File: src/rtl/isp_reg_arbiter.sv
// Two-port round-robin arbiter for the ISP register bus (m0 = AHB bridge, m1 = AE/AWB engine).
// Optional read timeout: define ISP_ARB_RD_TIMEOUT_EN (adds the RD_TIMEOUT parameter).
module isp_reg_arbiter #(
    parameter int unsigned ADDR_W     = 16,
    parameter int unsigned DATA_W     = 32
`ifdef ISP_ARB_RD_TIMEOUT_EN
    ,
    parameter int unsigned RD_TIMEOUT = 64
`endif
) (
    input  logic              AHB_HCLK,
    input  logic              AHB_HRESETn,

    input  logic              m0_req,
    input  logic              m0_wr,
    input  logic [ADDR_W-1:0] m0_addr,
    input  logic [DATA_W-1:0] m0_wdata,
    output logic              m0_gnt,
    output logic              m0_done,
    output logic              m0_err,
    output logic [DATA_W-1:0] m0_rdata,

    input  logic              m1_req,
    input  logic              m1_wr,
    input  logic [ADDR_W-1:0] m1_addr,
    input  logic [DATA_W-1:0] m1_wdata,
    output logic              m1_gnt,
    output logic              m1_done,
    output logic              m1_err,
    output logic [DATA_W-1:0] m1_rdata,

    output logic              isp_reg_wr_en,
    output logic              isp_reg_rd_en,
    output logic [ADDR_W-1:0] isp_reg_addr,
    output logic [DATA_W-1:0] isp_reg_wr_data,
    input  logic [DATA_W-1:0] isp_reg_rd_data,
    input  logic              isp_rd_rdy,

    output logic              arb_busy,
    output logic              arb_owner
);

    typedef enum logic [1:0] {
        ST_IDLE,
        ST_WRITE,
        ST_RDWAIT,
        ST_DONE
    } state_t;

    state_t              r_state;
    logic                r_last_served;
    logic                r_owner;
    logic                r_busy;
    logic                r_m0_gnt;
    logic                r_m1_gnt;
    logic                r_m0_done;
    logic                r_m1_done;
    logic                r_m0_err;
    logic                r_m1_err;
    logic [DATA_W-1:0]   r_m0_rdata;
    logic [DATA_W-1:0]   r_m1_rdata;
    logic                r_wr_en;
    logic                r_rd_en;
    logic [ADDR_W-1:0]   r_addr;
    logic [DATA_W-1:0]   r_wdata;

    logic                w_any_req;
    logic                w_pick;
    logic                w_win_wr;
    logic [ADDR_W-1:0]   w_win_addr;
    logic [DATA_W-1:0]   w_win_wdata;
    logic                w_timeout;
    logic                w_fin;
    logic                w_fin_rd;
    logic                w_fin_err;
    logic [DATA_W-1:0]   w_fin_data;

    // On a tie the port that was not served last wins.
    assign w_any_req   = m0_req | m1_req;
    assign w_pick      = m1_req & (~m0_req | ~r_last_served);
    assign w_win_wr    = w_pick ? m1_wr    : m0_wr;
    assign w_win_addr  = w_pick ? m1_addr  : m0_addr;
    assign w_win_wdata = w_pick ? m1_wdata : m0_wdata;

`ifdef ISP_ARB_RD_TIMEOUT_EN
    localparam int unsigned CNT_W = (RD_TIMEOUT > 1) ? $clog2(RD_TIMEOUT) : 1;

    logic [CNT_W-1:0] r_rd_cnt;

    always_ff @(posedge AHB_HCLK or negedge AHB_HRESETn) begin
        if (!AHB_HRESETn) begin
            r_rd_cnt <= '0;
        end else if (r_state == ST_IDLE) begin
            r_rd_cnt <= '0;
        end else if (r_state == ST_RDWAIT && !w_timeout) begin
            r_rd_cnt <= r_rd_cnt + CNT_W'(1);
        end
    end

    assign w_timeout = (r_rd_cnt == CNT_W'(RD_TIMEOUT - 1));
`else
    assign w_timeout = 1'b0;
`endif

    // Completion decode; rd_rdy is ignored while rd_en is still high since it may be stale.
    always_comb begin
        w_fin      = 1'b0;
        w_fin_rd   = 1'b0;
        w_fin_err  = 1'b0;
        w_fin_data = isp_reg_rd_data;
        case (r_state)
            ST_WRITE: begin
                w_fin = 1'b1;
            end
            ST_RDWAIT: begin
                if (!r_rd_en && isp_rd_rdy) begin
                    w_fin    = 1'b1;
                    w_fin_rd = 1'b1;
                end else if (w_timeout) begin
                    w_fin      = 1'b1;
                    w_fin_rd   = 1'b1;
                    w_fin_err  = 1'b1;
                    w_fin_data = '1;
                end
            end
            default: ;
        endcase
    end

    always_ff @(posedge AHB_HCLK or negedge AHB_HRESETn) begin
        if (!AHB_HRESETn) begin
            r_state       <= ST_IDLE;
            r_last_served <= 1'b1;
            r_owner       <= 1'b0;
            r_busy        <= 1'b0;
            r_m0_gnt      <= 1'b0;
            r_m1_gnt      <= 1'b0;
            r_m0_done     <= 1'b0;
            r_m1_done     <= 1'b0;
            r_m0_err      <= 1'b0;
            r_m1_err      <= 1'b0;
            r_m0_rdata    <= '0;
            r_m1_rdata    <= '0;
            r_wr_en       <= 1'b0;
            r_rd_en       <= 1'b0;
            r_addr        <= '0;
            r_wdata       <= '0;
        end else begin
            r_m0_gnt  <= 1'b0;
            r_m1_gnt  <= 1'b0;
            r_m0_done <= 1'b0;
            r_m1_done <= 1'b0;
            r_m0_err  <= 1'b0;
            r_m1_err  <= 1'b0;
            r_wr_en   <= 1'b0;
            r_rd_en   <= 1'b0;

            case (r_state)
                ST_IDLE: begin
                    if (w_any_req) begin
                        r_owner       <= w_pick;
                        r_last_served <= w_pick;
                        r_m0_gnt      <= ~w_pick;
                        r_m1_gnt      <= w_pick;
                        r_addr        <= w_win_addr;
                        r_wdata       <= w_win_wdata;
                        r_busy        <= 1'b1;
                        if (w_win_wr) begin
                            r_wr_en <= 1'b1;
                            r_state <= ST_WRITE;
                        end else begin
                            r_rd_en <= 1'b1;
                            r_state <= ST_RDWAIT;
                        end
                    end
                end
                ST_WRITE, ST_RDWAIT: begin
                    if (w_fin) begin
                        r_state <= ST_DONE;
                        if (r_owner) begin
                            r_m1_done <= 1'b1;
                            r_m1_err  <= w_fin_err;
                            if (w_fin_rd) r_m1_rdata <= w_fin_data;
                        end else begin
                            r_m0_done <= 1'b1;
                            r_m0_err  <= w_fin_err;
                            if (w_fin_rd) r_m0_rdata <= w_fin_data;
                        end
                    end
                end
                ST_DONE: begin
                    // No sampling here, so a requester still holding req this cycle is not re-accepted.
                    r_state <= ST_IDLE;
                    r_busy  <= 1'b0;
                end
                default: begin
                    r_state <= ST_IDLE;
                    r_busy  <= 1'b0;
                end
            endcase
        end
    end

    assign m0_gnt          = r_m0_gnt;
    assign m1_gnt          = r_m1_gnt;
    assign m0_done         = r_m0_done;
    assign m1_done         = r_m1_done;
    assign m0_err          = r_m0_err;
    assign m1_err          = r_m1_err;
    assign m0_rdata        = r_m0_rdata;
    assign m1_rdata        = r_m1_rdata;
    assign isp_reg_wr_en   = r_wr_en;
    assign isp_reg_rd_en   = r_rd_en;
    assign isp_reg_addr    = r_addr;
    assign isp_reg_wr_data = r_wdata;
    assign arb_busy        = r_busy;
    assign arb_owner       = r_owner;

endmodule

File: config.mk
export PLATFORM = sky130hd
export DESIGN_NAME = isp_reg_arbiter
export DESIGN_NICKNAME = d
export VERILOG_FILES = /design/src/rtl/isp_reg_arbiter.sv
export SDC_FILE = /design/constraint.sdc
export NUM_CORES = 1
export LEC_CHECK = 0
export BUFFER_PORTS_ARGS = -buffer_cell sky130_fd_sc_hd__buf_4
export CORE_ASPECT_RATIO = 1.75
export CORE_MARGIN = 10
export CORE_UTILIZATION = 49
export DETAILED_ROUTE_END_ITERATION = 6
export GPL_TIMING_DRIVEN = 0
export PLACE_DENSITY = 0.85
export SLEW_MARGIN = 20
export SYNTH_ARGS = -nofsm -noshare
export SYNTH_HDL_FRONTEND = slang
export SYNTH_SLANG_ARGS = --single-unit
File: constraint.sdc
create_clock -name AHB_HCLK -period 2.8 [get_ports AHB_HCLK]
set_input_delay 0.56 -clock AHB_HCLK [delete_from_list [all_inputs] [get_ports AHB_HCLK]]
set_output_delay 0.56 -clock AHB_HCLK [all_outputs]
set_load 0.01 [all_outputs]
# Word level (Yosys, flattened, before mapping)
# Index checks and enable logic that the tools add are counted.
[op_classes]
bitwise = 7
multipliers = 0
order_cmp = 0
muxes = 28
div = 0
reduce_logical = 10
eq_ne = 5
n_addsub = 0
n_shift = 0
[ops]
columns = ["operator", "count"]
rows = [
  ["$mux 32", 1],
  ["$mux 1", 20],
  ["$mux 16", 1],
  ["$reduce_and 4->1", 2],
  ["$mux 2", 3],
  ["$pmux 2 s3", 1],
  ["$reduce_and 2->1", 3],
  ["$eq 2x2->1 const B", 2],
  ["$ne 2x2->1 const B", 2],
  ["$not 1->1", 4],
  ["$pmux 1 s2", 2],
  ["$eq 2x1->1 const B", 1],
  ["$logic_not 2->1", 1],
  ["$or 1x1->1", 2],
  ["$reduce_bool 2->1", 1],
  ["$reduce_or 2->1", 1],
  ["$and 1x1->1", 1],
  ["$logic_and 1x1->1", 1],
  ["$logic_not 1->1", 1],
]
[totals]
word_cells = 64
mem_count = 0
latchBits = 0
out_inout_bits = 122
rom_bits = 0
register_bits = 123
mem_bits_rw = 0

# Longest topological paths before layout
# Gate-level depths: netlist of the first run.
[logic_depth]
ltp_word = 7
mapped_depth = 7
depth_no_buf = 6

# Worst setup path before layout of the first run
# No wires, ideal clock.
[synth_path]
kind = "reg2reg"
from = "register r_state[0]"
to = "register r_m0_rdata[0], in the netlist m0_rdata[0]"
synth_period_minus_slack_ps = 1766
arrival_ps = 1642
slack_ps = 1034
n_path_buf = 1
setup_ps = 125
path_stages_with_launch = 7
cell_sequence = "dfrtp_1 > inv_1 > ha_1 > nand2b_1 > nor2_1 > buf_2 > mux2_2"
[synth_via]
elab_chain_len = 3
word_cells_on_any_way = 6
classes_between = "2 x eq/ne; 2 x mux; 2 x reduce/logical"
[synth_lines]
columns = ["element", "line_no", "source"]
rows = [
  ["start: declaration", "50", "state_t r_state;"],
  ["start signal: assignment", "132", "r_state <= ST_IDLE;"],
  ["start signal: assignment", "170", "r_state <= ST_WRITE;"],
  ["start signal: assignment", "173", "r_state <= ST_RDWAIT;"],
  ["$eq 2x2->1 / $eq 2x1->1 (equally long branches)", "111, 158", ""],
  ["$pmux 1 s2 (tied with other cells)", "111", "case (r_state)"],
  ["$reduce_and 4->1 (no line) (*)", "-", ""],
  ["end signal: assignment", "187", "if (w_fin_rd) r_m0_rdata <= w_fin_data;"],
  ["end: declaration", "60", "logic [DATA_W-1:0] r_m0_rdata;"],
]
# Mark *: on every way between the ends. The rest lies on a longest branch, timed or not.
# A chain may end at the register's enable or synchronous reset.

# Worst setup path after layout of the first run
[layout_path]
from = "register r_state[0]"
to = "register r_m0_rdata[28], in the netlist m0_rdata[28]"
# Same word-level chain as after synthesis.

==> results of run 1 <==
-- metrics by stage --
step / worst slack (ns) / util [%] / cell area [sq um] / total power, mW / instances
floorplan: 1.03 / - / 5010 / 4.75 / 372
global placement: 0.789 / 71.4 / 7070 / 6.56 / 751
detailed placement: 0.714 / 71.7 / 7110 / 6.77 / 752
CTS: 0.705 / 77.9 / 7720 / 9.08 / 783
global route: 0.535 / 77.9 / 7720 / 9.50 / 783
finish: 0.743 / 77.9 / 7720 / 8.98 / 783
-- path summary, 6_finish.rpt --
| kind | to | slack [ns] | start |
|---|---|---|---|
| max in group asynchronous | isp_reg_wr_data[31] | 1.97 | AHB_HRESETn |
| setup reg to reg | m0_rdata[28] | 0.74 | r_state[0] |
| setup / recovery | m0_rdata[28] | 0.74 | r_state[0] |
| hold reg to reg | isp_reg_wr_data[4] | 0.48 | isp_reg_wr_data[4] |
| min in group AHB_HCLK | r_last_served | 0.36 | m0_req |
| hold / removal | m1_rdata[6] | 0.13 | AHB_HRESETn |
-- cells by family (layout without fill, tap and decap cells) --
kind of cell             after synthesis  after routing  synth area share (%)
other                                  1              2                0.0749
flip-flops                           123            123                  61.5
AND/OR/NAND/NOR                       44             44                  3.67
adder cells (fa/ha/maj)                5              5                  1.25
multiplexers                          92             92                  20.0
buffers and inverters                 48            334                  4.95
AO/OA/AOI/OAI                         58             58                  8.55
-- power by group through the flow --
stage / combinational [mW] / clock, mW / sequential (mW)
floorplan: 1.31 / 0 / 3.44
global placement: 3.49 / 0 / 3.07
detailed placement: 3.65 / 0 / 3.12
CTS: 3.68 / 2.29 / 3.12
global route: 3.91 / 2.37 / 3.22
finish: 3.60 / 2.26 / 3.12
-- state kept, by name, summed over array words and instances (netlist names) --
| register | count |
|---|---|
| isp_reg_addr | 16 |
| m1_done | 1 |
| m0_rdata | 32 |
| r_state | 2 |
| arb_busy | 1 |
| m1_rdata | 32 |
| isp_reg_wr_en | 1 |
| m0_done | 1 |
| r_last_served | 1 |
| m0_gnt | 1 |
| isp_reg_rd_en | 1 |
| isp_reg_wr_data | 32 |
| arb_owner | 1 |
| m1_gnt | 1 |
-- cells in the final DEF (no fill, tap or decap), types with 3 or more instances in the layout --
| cell | count |
|---|---|
| a222oi_1 | 22 |
| nand2_1 | 30 |
| buf_2 | 6 |
| clkbuf_16 | 17 |
| clkbuf_1 | 6 |
| mux2_1 | 12 |
| ha_1 | 5 |
| mux2i_1 | 27 |
| clkinv_2 | 4 |
| inv_1 | 24 |
| nor2_1 | 8 |
| nor2b_1 | 3 |
| buf_4 | 259 |
| o21ai_0 | 6 |
| bufinv_16 | 4 |
| o21ai_1 | 20 |
| dfrtp_1 | 122 |
| mux2_2 | 53 |
| buf_6 | 6 |
-- metal layers --
metal	up-vias	wire, um
met2	211	8800
met4	0	760
li1	1862	-
met1	2021	5210
met5	-	0
met3	51	1480
-- worst max-delay path: cells and delay by family (launching register included) --
| kind | cells | cell delay, ns |
|---|---|---|
| adder cells (fa/ha/maj) | 1 | 0.36 |
| buffers and inverters | 2 | 0.45 |
| flip-flops | 1 | 0.39 |
| multiplexers | 1 | 0.38 |
| AND/OR/NAND/NOR | 2 | 0.36 |
-- final cells by class --
cell class,count,area (sq um)
Tap cell,125,156
Timing Repair Buffer,255,1940
Clock inverter,12,173
Fill cell,627,2190
Sequential cell,123,3080
Buffer,24,158
Clock buffer,19,443
Multi-Input combinational cell,201,1680
Inverter,24,90.1
==> results.toml, run 1 <==
[flow_run]
drv_cap = 0

[power_and_ir_drop]
p_seq_share_pct = 34.8
clockPowerShare_pct = 25.1
p_leak_nw = 4.02
p_int_mw = 6.02
vdd_drop_max_mv = 0.738
powerDensity_mw_per_mm2 = 1160
combPwrFrac_pct = 40.1
switchingPower_mw = 2.96
switching_share_pct = 32.9

[synth]
yosys-top-cells-area = "dfrtp_1 61%, mux2_2 12%, mux2i_1 5.4%"
synth_seq_area_share_pct = 61.5
synth_top_area_cell = "dfrtp_1"
netlist.area_leader.share_pct = 61.0
ys.flop_type = "dfrtp_1"
avgSynthCellArea_sq_um = 13.5
synth_most_common_cell = "dfrtp_1"
ys_ff_latch = 123
synth_top_cells_by_count = "122 x dfrtp_1, 53 x mux2_2, 30 x nand2_1"
postSynth.asyncResetShare_pct = 100
synthesis.area_sq_mm = 0.00501
synthCells = 371
synth_edf_count = 0
ys_types = 30
yosysWarnings = 0

[sta]
rsz0062_at_grt = "false"
slew_headroom_pct = 60.2
hold_slack_ns = 0.133
setup_viol = 0
fin_crit_ns = 2.06
max_freq_ghz = 0.486
fin_setup_tns_ns = 0
hold_viol_final = 0
fin_crit_sh_pct = 73.5
worst_pin_slew_ns = 0.597
slew_viol_final = 0
finClkSkew_ns = 0.0102

[layout]
fin_nets = 786
drive_above_1_share_pct = 54.6
syn2layout_area_growth_pct = 54.2
n_antenna_cell = 0

[floorplanning]
initial_core_util_pct = 50.5
fp.dieW_um = 96.4
core_sq_mm = 0.00991
io_pins = 257
die_area_sq_mm = 0.0148
fp.dieH_um = 154
rows = 48

[global_route]
overflow = 0
grt_pass1_wl_um = 24800
grtUsageMet1_pct = 20.9
track_usage_pct = 21.8
grtUsageMet2_pct = 38.5
grt-busiest-layer = "met2"
antenna_found_initial = 0
grt_pass1_vias = 4715
grt_max_degree = 64
grtUsageMet3_pct = 8.63

[cts]
cts_tree = "done"
post_cts_resized = 0
clk_latency_ns = 0.41
path_clk_slew_ns = 0.05
cts_setup_buffers = 0
cts_buffers = 17
clockRootBuffer = "clkbuf_16"
holdBufCountCts = 0
htreeDepth = 4
cts_num_sinks = 123
ctsLongestPathBuffers = 2

[critical_path]
crit_chain = "inv_1 -> ha_1 -> nand2b_1 -> nor2_1 -> buf_2 -> mux2_2"
cp.required_ns = 3.08
worstPathMaxFanout = 10
cpPeakStageDelay_ns = 0.39
cp-start-kind = "flop"
critPathKind = "flop to flop"
critPathArrivalTime_ns = 2.34
reg2regPathDepth = 6
worst_setup_path_end_kind = "flop"
critPathSlowestCell = "dfrtp_1"

[route]
drtIter0Drc = 202
drc = 4
wire_per_inst_um = 20.8
vias = 4145
routed_wl_um = 16300
firstDrtPassIters = 7
vias_per_cell = 5.29
ant_nets = 0

[status]
outcome = "complete, but fails checks"
violations = "DRC"

[min_path]
hp-class = "input port to async pin"

[placement]
gp_congestion = 0.805
port_buffers = 254
detailed_place_hpwl_um = 12800
No activity file was read; power rests on OpenSTA's default activity.
==> run 2: changes to the inputs <==
--- a/config.mk
+++ b/config.mk
@@ -8,10 +8,10 @@
 export BUFFER_PORTS_ARGS = -buffer_cell sky130_fd_sc_hd__buf_4
 export CORE_ASPECT_RATIO = 1.75
 export CORE_MARGIN = 10
-export CORE_UTILIZATION = 49
+export CORE_UTILIZATION = 45
 export DETAILED_ROUTE_END_ITERATION = 6
 export GPL_TIMING_DRIVEN = 0
-export PLACE_DENSITY = 0.85
+export PLACE_DENSITY = 0.79
 export SLEW_MARGIN = 20
 export SYNTH_ARGS = -nofsm -noshare
 export SYNTH_HDL_FRONTEND = slang
==> constraint.sdc (replaced) <==
create_clock -name AHB_HCLK -period 2.1 [get_ports AHB_HCLK]
set_input_delay 0.42 -clock AHB_HCLK [delete_from_list [all_inputs] [get_ports AHB_HCLK]]
set_output_delay 0.42 -clock AHB_HCLK [all_outputs]
set_load 0.01 [all_outputs]
==> run 2 against run 1 <==
Net effect:
- the run now ends clean
- combinational power grew 32%
- die area up 7.4%
- power grew 31%
- wire length down 5.1%
- clock skew shrank 0.0019 ns
- cell count grew 0.89%
- clock power rose by 28%
- worst hold slack improved by 0.086 ns
- critical path type unchanged
- highest routed layer unchanged
==> results.toml, run 2 (same netlist as run 1, synthesis figures left out) <==
[layout]
fin_nets = 787
drive_above_1_share_pct = 54.8
final_cell_mix = "262 x buf_4, 122 x dfrtp_1, 53 x mux2_2"
fin_cells = 790
n_antenna_cell = 0
n_fill_cell = 821
seq_area_sq_mm = 0.00308
syn2layout_area_growth_pct = 54.4
multi_input_area_sq_mm = 0.00169
final_common_cell = "buf_4"

[cts]
cts_num_sinks = 123
cts_setup_buffers = 0
cts_tree = "done"
path_clk_slew_ns = 0.05
clockRootBuffer = "clkbuf_16"
clk_latency_ns = 0.40
htreeDepth = 4
ctsLongestPathBuffers = 2
cts_buffers = 17

[floorplanning]
io_pins = 257
core_sq_mm = 0.0108
fp.dieH_um = 160
rows = 50
fp.dieW_um = 99.7
die_area_sq_mm = 0.0159
initial_core_util_pct = 46.3

[global_route]
antenna_found_initial = 0
grt_pass1_vias = 4644
grt_max_degree = 86
overflow = 0
track_usage_pct = 19.2
grt_pass1_wl_um = 24400

[critical_path]
cpLargestDelayFamily = "flip-flops"
crit_chain = "inv_1 -> ha_1 -> nand2b_1 -> nor2_2 -> buf_4 -> mux2_2"
worst_setup_path_end_kind = "flop"
worstPathMaxFanout = 10
critPathKind = "flop to flop"
crit_buf_inv = 2
critPathSlowestCell = "dfrtp_1"
critPathArrivalTime_ns = 2.20
cp-start-kind = "flop"
cpPeakStageDelay_ns = 0.41
cp.required_ns = 2.37

[sta]
setup_viol = 0
fin_crit_sh_pct = 91.5
layout_setup_ws_ns = 0.178
finClkSkew_ns = 0.00829
slew_viol_final = 0
fin_setup_tns_ns = 0
hold_viol_final = 0
rsz0062_at_grt = "false"
fin_crit_ns = 1.92
max_freq_ghz = 0.520

[route]
wl_met1_um = 5240
vias_per_cell = 5.13
route.met3.wl_um = 1080
wire_per_inst_um = 19.5
drtIter0Drc = 170
routed.top_layer = "met4"
ant_nets = 0
routed_wl_um = 15400
drc = 0
firstDrtPassIters = 7
vias = 4054
dr_wl_met2_um = 8800

[placement]
port_buffers = 254
pre_cts_ws_ns = 0.00253
place_inst = 757
gp_congestion = 0.804
detailed_place_hpwl_um = 12600

[power_and_ir_drop]
p_leak_nw = 4.03
total_power_mw = 11.8
powerDensity_mw_per_mm2 = 1520
vdd_drop_max_mv = 1.01

[min_path]
hp-class = "input port to flop"

[flow_run]
drv_cap = 0

[status]
outcome = "finished clean"
-- run 2: worst register-to-register path: cells and delay by family (launching register included) --
kind / cells / cell delay (ns)
adders and majority gates: 1 / 0.37
buffers and inverters: 2 / 0.36
muxes: 1 / 0.36
and+or+nand+nor: 2 / 0.33
DFF: 1 / 0.41
-- run 2: path summary, 6_finish.rpt --
path                               startpoint                  to  slack (ns)  depth (start not counted)
min in group asynchronous         AHB_HRESETn         m1_rdata[9]        0.51                          2
hold reg to reg            isp_reg_wr_data[1]  isp_reg_wr_data[1]        0.48                          2
setup reg to reg                   r_state[0]         m0_rdata[3]        0.18                          6
max in group asynchronous         AHB_HRESETn       r_last_served        0.81                          3
hold / removal                         m0_req       r_last_served        0.22                          2
setup / recovery                   r_state[0]         m0_rdata[3]        0.18                          6
-- run 2: what timing repair did --
| item | CTS | global route |
|---|---|---|
| gates resized for setup | 1 | 8 |
| endpoints found under the setup margin | 4 | 78 |
| hold endpoints to repair | 38 | 0 |
| hold buffers | 1 | 0 |
-- run 2: cell type report --
class | instances | share of cell area, %
clock buffer | 21 | 5.83
sequential | 123 | 39.8
timing repair buffer | 256 | 25.2
clock inverter | 11 | 1.86
buffer | 24 | 2.17
multi-input combinational | 201 | 21.8
tap | 130 | 2.10
inverter | 24 | 1.17
-- run 2: stage by stage --
step                util [%]  hold WS, ns  instance area (sq um)
floorplan                  -        0.124                   5010
global placement        65.4        0.464                   7080
detailed placement      65.7        0.353                   7110
CTS                     71.3        0.202                   7720
global route            71.4        0.233                   7730
finish                  71.4        0.218                   7730
-- run 2: where the power goes --
part | total [mW] | internal, mW | leakage, nW | switching, mW
registers | 4.13 | 3.51 | 1.53 | 0.628
logic | 4.75 | 2.53 | 2.21 | 2.22
clock network | 2.89 | 1.90 | 0.291 | 0.991
total | 11.8 | 7.93 | 4.03 | 3.84
-- run 2: routing by layer --
| metal | global-route usage, % | up-vias |
|---|---|---|
| li1 | - | 1864 |
| met1 | 18.7 | 1998 |
| met2 | 35.7 | 170 |
| met3 | 6.47 | 22 |
| met4 | 6.48 | 0 |
| met5 | 0 | - |
